### src/rtl/sample_msg_defines.sv
// Shared mixed-stream message framing macros, used by both the splitter and the combiner.
`ifndef SAMPLE_MSG_DEFINES_SV
`define SAMPLE_MSG_DEFINES_SV

`define MSG_LENGTH_WIDTH 16
`define MSG_HDR_BIT(w) ((w)-1)
`define MSG_LEN_SLICE(w) [(w)-2 -: `MSG_LENGTH_WIDTH]

`endif

### src/rtl/sample_msg_combiner_pkg.sv
// Types shared by the sample/message combiner and its sub-blocks.
`ifndef SAMPLE_MSG_DEFINES_SV
`include "sample_msg_defines.sv"
`endif

package sample_msg_combiner_pkg;

  localparam int unsigned LEN_W = `MSG_LENGTH_WIDTH;

  typedef logic [LEN_W-1:0] msg_len_t;

  typedef enum logic {
    ST_IDLE,
    ST_MSG
  } out_state_e;

endpackage

### src/rtl/sample_msg_combiner_sync_fifo.sv
// Single-clock FIFO with fall-through read data; writes when full and reads
// when empty are ignored.
module sync_fifo #(
  parameter int WIDTH     = 32,
  parameter int LOG_DEPTH = 4
) (
  input  logic               clk,
  input  logic               rst_n,
  input  logic               wr_en,
  input  logic [WIDTH-1:0]   wr_data,
  input  logic               rd_en,
  output logic [WIDTH-1:0]   rd_data,
  output logic               full,
  output logic               empty,
  output logic [LOG_DEPTH:0] count
);

  localparam int DEPTH = 1 << LOG_DEPTH;
  localparam logic [LOG_DEPTH-1:0] PTR_ONE = 1;
  localparam logic [LOG_DEPTH:0]   CNT_ONE = 1;

  logic [WIDTH-1:0]     mem_q [DEPTH];
  logic [LOG_DEPTH-1:0] wr_ptr_q, wr_ptr_d;
  logic [LOG_DEPTH-1:0] rd_ptr_q, rd_ptr_d;
  logic [LOG_DEPTH:0]   count_q, count_d;
  logic                 do_wr, do_rd;

  assign full    = count_q[LOG_DEPTH];
  assign empty   = (count_q == '0);
  assign count   = count_q;
  assign rd_data = mem_q[rd_ptr_q];

  always_comb begin
    do_wr    = wr_en && !full;
    do_rd    = rd_en && !empty;
    wr_ptr_d = do_wr ? wr_ptr_q + PTR_ONE : wr_ptr_q;
    rd_ptr_d = do_rd ? rd_ptr_q + PTR_ONE : rd_ptr_q;
    case ({do_wr, do_rd})
      2'b10:   count_d = count_q + CNT_ONE;
      2'b01:   count_d = count_q - CNT_ONE;
      default: count_d = count_q;
    endcase
  end

  // NOTE: storage has no reset; the pointers and count alone define what is valid.
  always_ff @(posedge clk) begin
    if (do_wr) mem_q[wr_ptr_q] <= wr_data;
  end

  always_ff @(posedge clk or negedge rst_n) begin
    if (!rst_n) begin
      wr_ptr_q <= '0;
      rd_ptr_q <= '0;
      count_q  <= '0;
    end else begin
      wr_ptr_q <= wr_ptr_d;
      rd_ptr_q <= rd_ptr_d;
      count_q  <= count_d;
    end
  end

endmodule

### src/rtl/sample_msg_combiner.sv
// Merges a sample stream and a message stream into one mixed stream; messages
// are emitted atomically once fully buffered and take priority over samples.
`ifndef SAMPLE_MSG_DEFINES_SV
`include "sample_msg_defines.sv"
`endif

module sample_msg_combiner
  import sample_msg_combiner_pkg::*;
#(
  parameter int WIDTH          = 32,
  parameter int SAMPLE_BUF_LOG = 4,
  parameter int MSG_BUF_LOG    = 5
) (
  input  logic             clk,
  input  logic             rst_n,
  input  logic [WIDTH-1:0] in_samples,
  input  logic             in_samples_nd,
  input  logic [WIDTH-1:0] in_msg,
  input  logic             in_msg_nd,
  output logic [WIDTH-1:0] out_data,
  output logic             out_nd,
  output logic             error
);

  localparam int HDR = `MSG_HDR_BIT(WIDTH);
  localparam msg_len_t LEN_ONE = 1;
  localparam logic [MSG_BUF_LOG:0] CNT_ONE = 1;

  logic [WIDTH-1:0]      samp_rd_data, msg_rd_data;
  logic                  samp_wr, samp_rd, samp_full, samp_empty;
  logic                  msg_wr, msg_rd, msg_full, msg_empty;
  logic [SAMPLE_BUF_LOG:0] unused_samp_count;
  logic [MSG_BUF_LOG:0]    unused_msg_count;

  logic                  msg_is_hdr, msg_accept, msg_done, cnt_dec, err_set;
  msg_len_t              msg_hdr_len, pop_len;

  out_state_e            state_q, state_d;
  msg_len_t              in_remaining_q, in_remaining_d;
  msg_len_t              out_remaining_q, out_remaining_d;
  logic [MSG_BUF_LOG:0]  complete_count_q, complete_count_d;
  logic [WIDTH-1:0]      out_data_q, out_data_d;
  logic                  out_nd_q, out_nd_d;
  logic                  error_q, error_d;

  sync_fifo #(.WIDTH(WIDTH), .LOG_DEPTH(SAMPLE_BUF_LOG)) u_samp_fifo (
    .clk     (clk),
    .rst_n   (rst_n),
    .wr_en   (samp_wr),
    .wr_data (in_samples),
    .rd_en   (samp_rd),
    .rd_data (samp_rd_data),
    .full    (samp_full),
    .empty   (samp_empty),
    .count   (unused_samp_count)
  );

  sync_fifo #(.WIDTH(WIDTH), .LOG_DEPTH(MSG_BUF_LOG)) u_msg_fifo (
    .clk     (clk),
    .rst_n   (rst_n),
    .wr_en   (msg_wr),
    .wr_data (in_msg),
    .rd_en   (msg_rd),
    .rd_data (msg_rd_data),
    .full    (msg_full),
    .empty   (msg_empty),
    .count   (unused_msg_count)
  );

  // Input side: sample filter, message parser, sticky error.
  // NOTE: every combinational output gets a default first so no path infers a latch.
  always_comb begin
    samp_wr        = in_samples_nd && !in_samples[HDR] && !samp_full;
    msg_is_hdr     = in_msg[HDR];
    msg_hdr_len    = in_msg `MSG_LEN_SLICE(WIDTH);
    msg_accept     = in_msg_nd && (msg_is_hdr || in_remaining_q != '0);
    msg_wr         = msg_accept && !msg_full;
    in_remaining_d = in_remaining_q;
    msg_done       = 1'b0;
    if (msg_wr) begin
      if (msg_is_hdr) begin
        in_remaining_d = msg_hdr_len;
        msg_done       = (msg_hdr_len == '0);
      end else begin
        in_remaining_d = in_remaining_q - LEN_ONE;
        msg_done       = (in_remaining_q == LEN_ONE);
      end
    end
    err_set = (in_samples_nd && (in_samples[HDR] || samp_full))
           || (in_msg_nd && msg_is_hdr && in_remaining_q != '0)
           || (in_msg_nd && !msg_is_hdr && in_remaining_q == '0)
           || (msg_accept && msg_full);
    error_d = error_q || err_set;
  end

  // Output FSM: at most one pop per cycle, whole messages before samples.
  always_comb begin
    state_d         = state_q;
    out_remaining_d = out_remaining_q;
    out_data_d      = out_data_q;
    out_nd_d        = 1'b0;
    samp_rd         = 1'b0;
    msg_rd          = 1'b0;
    cnt_dec         = 1'b0;
    pop_len         = msg_rd_data `MSG_LEN_SLICE(WIDTH);
    case (state_q)
      ST_IDLE: begin
        if (complete_count_q != '0) begin
          msg_rd          = 1'b1;
          cnt_dec         = 1'b1;
          out_data_d      = msg_rd_data;
          out_nd_d        = 1'b1;
          out_remaining_d = pop_len;
          if (pop_len != '0) state_d = ST_MSG;
        end else if (!samp_empty) begin
          samp_rd    = 1'b1;
          out_data_d = samp_rd_data;
          out_nd_d   = 1'b1;
        end
      end
      ST_MSG: begin
        msg_rd          = 1'b1;
        out_data_d      = msg_rd_data;
        out_nd_d        = !msg_empty;
        out_remaining_d = out_remaining_q - LEN_ONE;
        if (out_remaining_q <= LEN_ONE) state_d = ST_IDLE;
      end
      default: state_d = ST_IDLE;
    endcase

    case ({msg_done, cnt_dec})
      2'b10:   complete_count_d = complete_count_q + CNT_ONE;
      2'b01:   complete_count_d = complete_count_q - CNT_ONE;
      default: complete_count_d = complete_count_q;
    endcase
  end

  // NOTE: state updates use non-blocking assignments so every flop samples pre-edge values.
  always_ff @(posedge clk or negedge rst_n) begin
    if (!rst_n) begin
      state_q          <= ST_IDLE;
      in_remaining_q   <= '0;
      out_remaining_q  <= '0;
      complete_count_q <= '0;
      out_data_q       <= '0;
      out_nd_q         <= 1'b0;
      error_q          <= 1'b0;
    end else begin
      state_q          <= state_d;
      in_remaining_q   <= in_remaining_d;
      out_remaining_q  <= out_remaining_d;
      complete_count_q <= complete_count_d;
      out_data_q       <= out_data_d;
      out_nd_q         <= out_nd_d;
      error_q          <= error_d;
    end
  end

  assign out_data = out_data_q;
  assign out_nd   = out_nd_q;
  assign error    = error_q;

endmodule

### config.mk
export PLATFORM = sky130hd
export DESIGN_NAME = sample_msg_combiner
export DESIGN_NICKNAME = d
export VERILOG_FILES = /design/src/rtl/sample_msg_combiner_pkg.sv /design/src/rtl/sample_msg_combiner_sync_fifo.sv /design/src/rtl/sample_msg_combiner.sv
export VERILOG_INCLUDE_DIRS = /design/src /design/src/rtl
export SDC_FILE = /design/constraint.sdc
export NUM_CORES = 2
export LEC_CHECK = 0
export ABC_AREA = 1
export BUFFER_PORTS_ARGS = -buffer_cell sky130_fd_sc_hd__buf_2
export CAP_MARGIN = 25
export CORE_MARGIN = 2
export CORE_UTILIZATION = 50
export DETAILED_ROUTE_END_ITERATION = 8
export GPL_TIMING_DRIVEN = 0
export PLACE_DENSITY_LB_ADDON = 0.1
export SYNTH_ARGS = -nofsm -noshare
export SYNTH_HDL_FRONTEND = slang
export SYNTH_HIERARCHICAL = 1
export SYNTH_SLANG_ARGS = --single-unit
export TNS_END_PERCENT = 1
### constraint.sdc
create_clock -name clk -period 3.9 [get_ports clk]
set_clock_uncertainty 0.1 [all_clocks]
set_input_delay 0.78 -clock clk [delete_from_list [all_inputs] [get_ports clk]]
set_output_delay 0.78 -clock clk [all_outputs]
set_load 0.05 [all_outputs]
==> metrics.md <==
| Metric | Value |
|---|---|
| Global-route wire length before repair | 303,000 µm |
| Area inside the core boundary | 0.140 mm² |
| Number of buffers created by CTS | 171 |
| Count of pins over their slew limit | 0 |
| Maximum clock insertion buffer count | 3 |
| Number of I/O pins | 102 |
| Clock network latency to the later pin of the worst-skew pair | 0.81 ns |
| Die outline area | 0.144 mm² |
| Final estimated routing congestion in global placement | 0.897 |
| Most used cells in the layout excluding fill and tap cells | 2,512 x nand2_1, 1,536 x edfxtp_1, 868 x nand3_1, 782 x inv_1, 350 x nor2_1 |
| Pin count of the biggest net entering global routing | 62 |
| CTS Root Buffer Type | clkbuf_16 |
| Yosys warning total | 6 |
| Max Freq | 266 MHz |
| Final worst-path cycle share | 96.2% |
| Most common cell after layout, fill and taps aside | nand2_1 |
| Number of design rule violations left after detail routing | 0 |
| Cell seen most often among critical-path stages | nand2_1 |
| Violation count after the first detailed-routing iteration | 5,816 |
| Worst rel slew slack | 28.8% |
| Post-layout min period | 3.75 ns |
| Initial cell density of the core | 50.5% |
| Non-filler cells, final | 9,167 |
| Final global-route overflow total | 0 |
| Accumulated negative setup slack | 0 ns |
| H-tree depth | 4 |
| Number of nets at the end of the flow | 7,237 |
| Tightest Pin Transition | 1.07 ns |
| WS Path Type | flip-flop to flip-flop |
| CTS tree | built |
| Worst Path Required | 4.45 ns |
| Mean instance size in the synthesized netlist | 10.4 µm² |
| Slowest cell delay on critical path | 0.44 ns |
| Placement row count | 137 |
| Highest ir drop seen on vdd | 511 µV |
| CP max FO | 11 |
| Total number of vias | 49,600 |
| Critical Path Slowest Stage Cell | nand2_1 |
| Overall routing resource usage | 28.7% |
| Initial antenna violation count | 16 |
| Count of buffers from port buffering | 101 |
| Number of violations of the max-capacitance limit | 0 |
| Filler instances | 11,800 |
| Number of endpoints failing setup at the final stage | 0 |
| R2r endpoint | state_q$_DFF_PN0_ |
| Synthesized net count | 6,911 |
| Width of the die | 380 µm |
| Clock transition time at the flip-flop clock pins of the worst setup and hold paths | 0.06 ns |
| Leakage component of the power | 33.2 nW |
| Outcome | completed |
| DRT antenna net count | 0 |
| End point of the critical path | state_q$_DFF_PN0_ |
| Crit start category | flip-flop |
| Crit path capture type | flip-flop |
| Mean number of vias per cell | 5.41 |
| R2r startpoint | u_msg_fifo/rd_ptr_q[0]$_DFFE_PN0P_ |
| Routed wire length per instance | 22.7 µm |
| Power density over cell area | 746 mW/mm² |
| Share of final-layout standard cells stronger than drive strength 1 | 10.0% |
| Arrival time of the worst setup path | 4.30 ns |
| Total count of hold-check failures in the final report | 0 |
| Crit. Startpoint | u_msg_fifo/rd_ptr_q[0]$_DFFE_PN0P_ |
| Dpl hpwl | 142,000 µm |
| R2R depth | 14 |
| Via count of the first global-routing pass | 46,500 |
| Number of optimization iterations in the first detailed-route pass | 6 |
| Detailed Route WL | 208,000 µm |
| Count of placed standard cells including taps | 8,837 |
| Signed area change from the synthesized netlist to the final layout | 14.0% |
| Vertical die dimension | 380 µm |
| Total standard cell area after synthesis | 0.0706 mm² |
| Worst reg2reg setup slack | 0.15 ns |
| CTS Sinks | 1,638 |
| Core occupancy in the finished layout | 57.6% |
| Cell-by-cell trace of the critical path | buf_2, clkbuf_4, buf_2, nand2_1, nand3_1, a21oi_1, nor2_1, nand2_1, nand2_1, inv_1, nor4_1, nand3_1, nand2_1, o21ai_0 |
| Setup repair after global routing missed its margin | yes |
| Smallest hold slack | 0.150 ns |
| Type of the worst min-delay path | input pin to flip-flop |
| Post-synthesis instance total | 6,811 |
## how the worst min path moves through the flow
stage | start | endpoint | cells past startpoint
2_1_floorplan | rst_n | complete_count_q[0]$_DFFE_PN0P_ | 0
3_3_place_gp | error$_DFF_PN0_ | error$_DFF_PN0_ | 2
3_5_place_dp | error$_DFF_PN0_ | error$_DFF_PN0_ | 2
4_1_cts | in_msg_nd | error$_DFF_PN0_ | 3
5_1_grt | in_msg_nd | error$_DFF_PN0_ | 3
6_report | in_msg_nd | error$_DFF_PN0_ | 3
## state kept, by name, summed over array words and instances (netlist names)
| name | cells |
|---|---|
| u_msg_fifo/rd_ptr_q | 5 |
| u_msg_fifo/mem_q | 1024 |
| out_remaining_q | 16 |
| u_samp_fifo/rd_ptr_q | 4 |
| out_data | 32 |
| u_samp_fifo/count | 5 |
| out_nd | 1 |
| state_q | 1 |
| u_msg_fifo/count | 6 |
| in_remaining_q | 16 |
| u_msg_fifo/wr_ptr_q | 5 |
| error | 1 |
| u_samp_fifo/wr_ptr_q | 4 |
| u_samp_fifo/mem_q | 512 |
| complete_count_q | 6 |
## worst max-delay path, delay by kind of cell (launching register included)
| family | cells | cell delay, ns |
|---|---|---|
| flops | 1 | 0.40 |
| compound gates | 2 | 0.16 |
| simple gates | 8 | 1.70 |
| buf+inv | 4 | 1.21 |
## power by group
group | internal [mW] | total [mW] | switching, mW
combinational | 5.85 | 23.2 | 17.4
clock | 9.01 | 15.8 | 6.76
sequential | 20.4 | 21.0 | 0.678
total | 35.2 | 60.0 | 24.8
## metrics by stage
| step | instance area [µm²] | setup WS [ns] | power (mW) |
|---|---|---|---|
| 4_1_cts | 80300 | -0.0563 | 59.8 |
| 5_1_grt | 80400 | -0.00777 | 62.8 |
| 2_1_floorplan | 70600 | 0.0272 | 34.6 |
| 3_3_place_gp | 73400 | -2.42 | 43.5 |
| 6_report | 80400 | 0.147 | 60.0 |
| 3_5_place_dp | 74900 | -1.01 | 44.0 |
## per-layer routing
| layer | wire (µm) | up-vias | track usage (%) |
|---|---|---|---|
| li1 | - | 23000 | - |
| met1 | 89000 | 24100 | 41.4 |
| met2 | 90900 | 2131 | 42.6 |
| met3 | 20600 | 366 | 6.58 |
| met4 | 7650 | 6 | 10.5 |
| met5 | 257 | - | 0 |
## layout make-up
type | instances | area (µm²) | share of cell area [%]
Sequential cell | 1638 | 48700 | 60.5
Multi-Input combinational cell | 4047 | 17600 | 21.9
Clock buffer | 214 | 4560 | 5.68
Inverter | 797 | 3000 | 3.73
Tap cell | 1876 | 2350 | 2.92
Timing Repair Buffer | 153 | 1730 | 2.16
Buffer | 329 | 1670 | 2.08
Clock inverter | 102 | 802 | 0.997
Antenna cell | 11 | 27.5 | 0.0342
## what timing repair did
item,in CTS,in global routing
endpoints found under the hold margin,41,0
buffers inserted,1,1
endpoints found under the setup margin,115,644
hold buffers,1,0
pin swaps,2,10
resized for setup,1,7
Note: power is estimated with default switching activity, not from simulation.
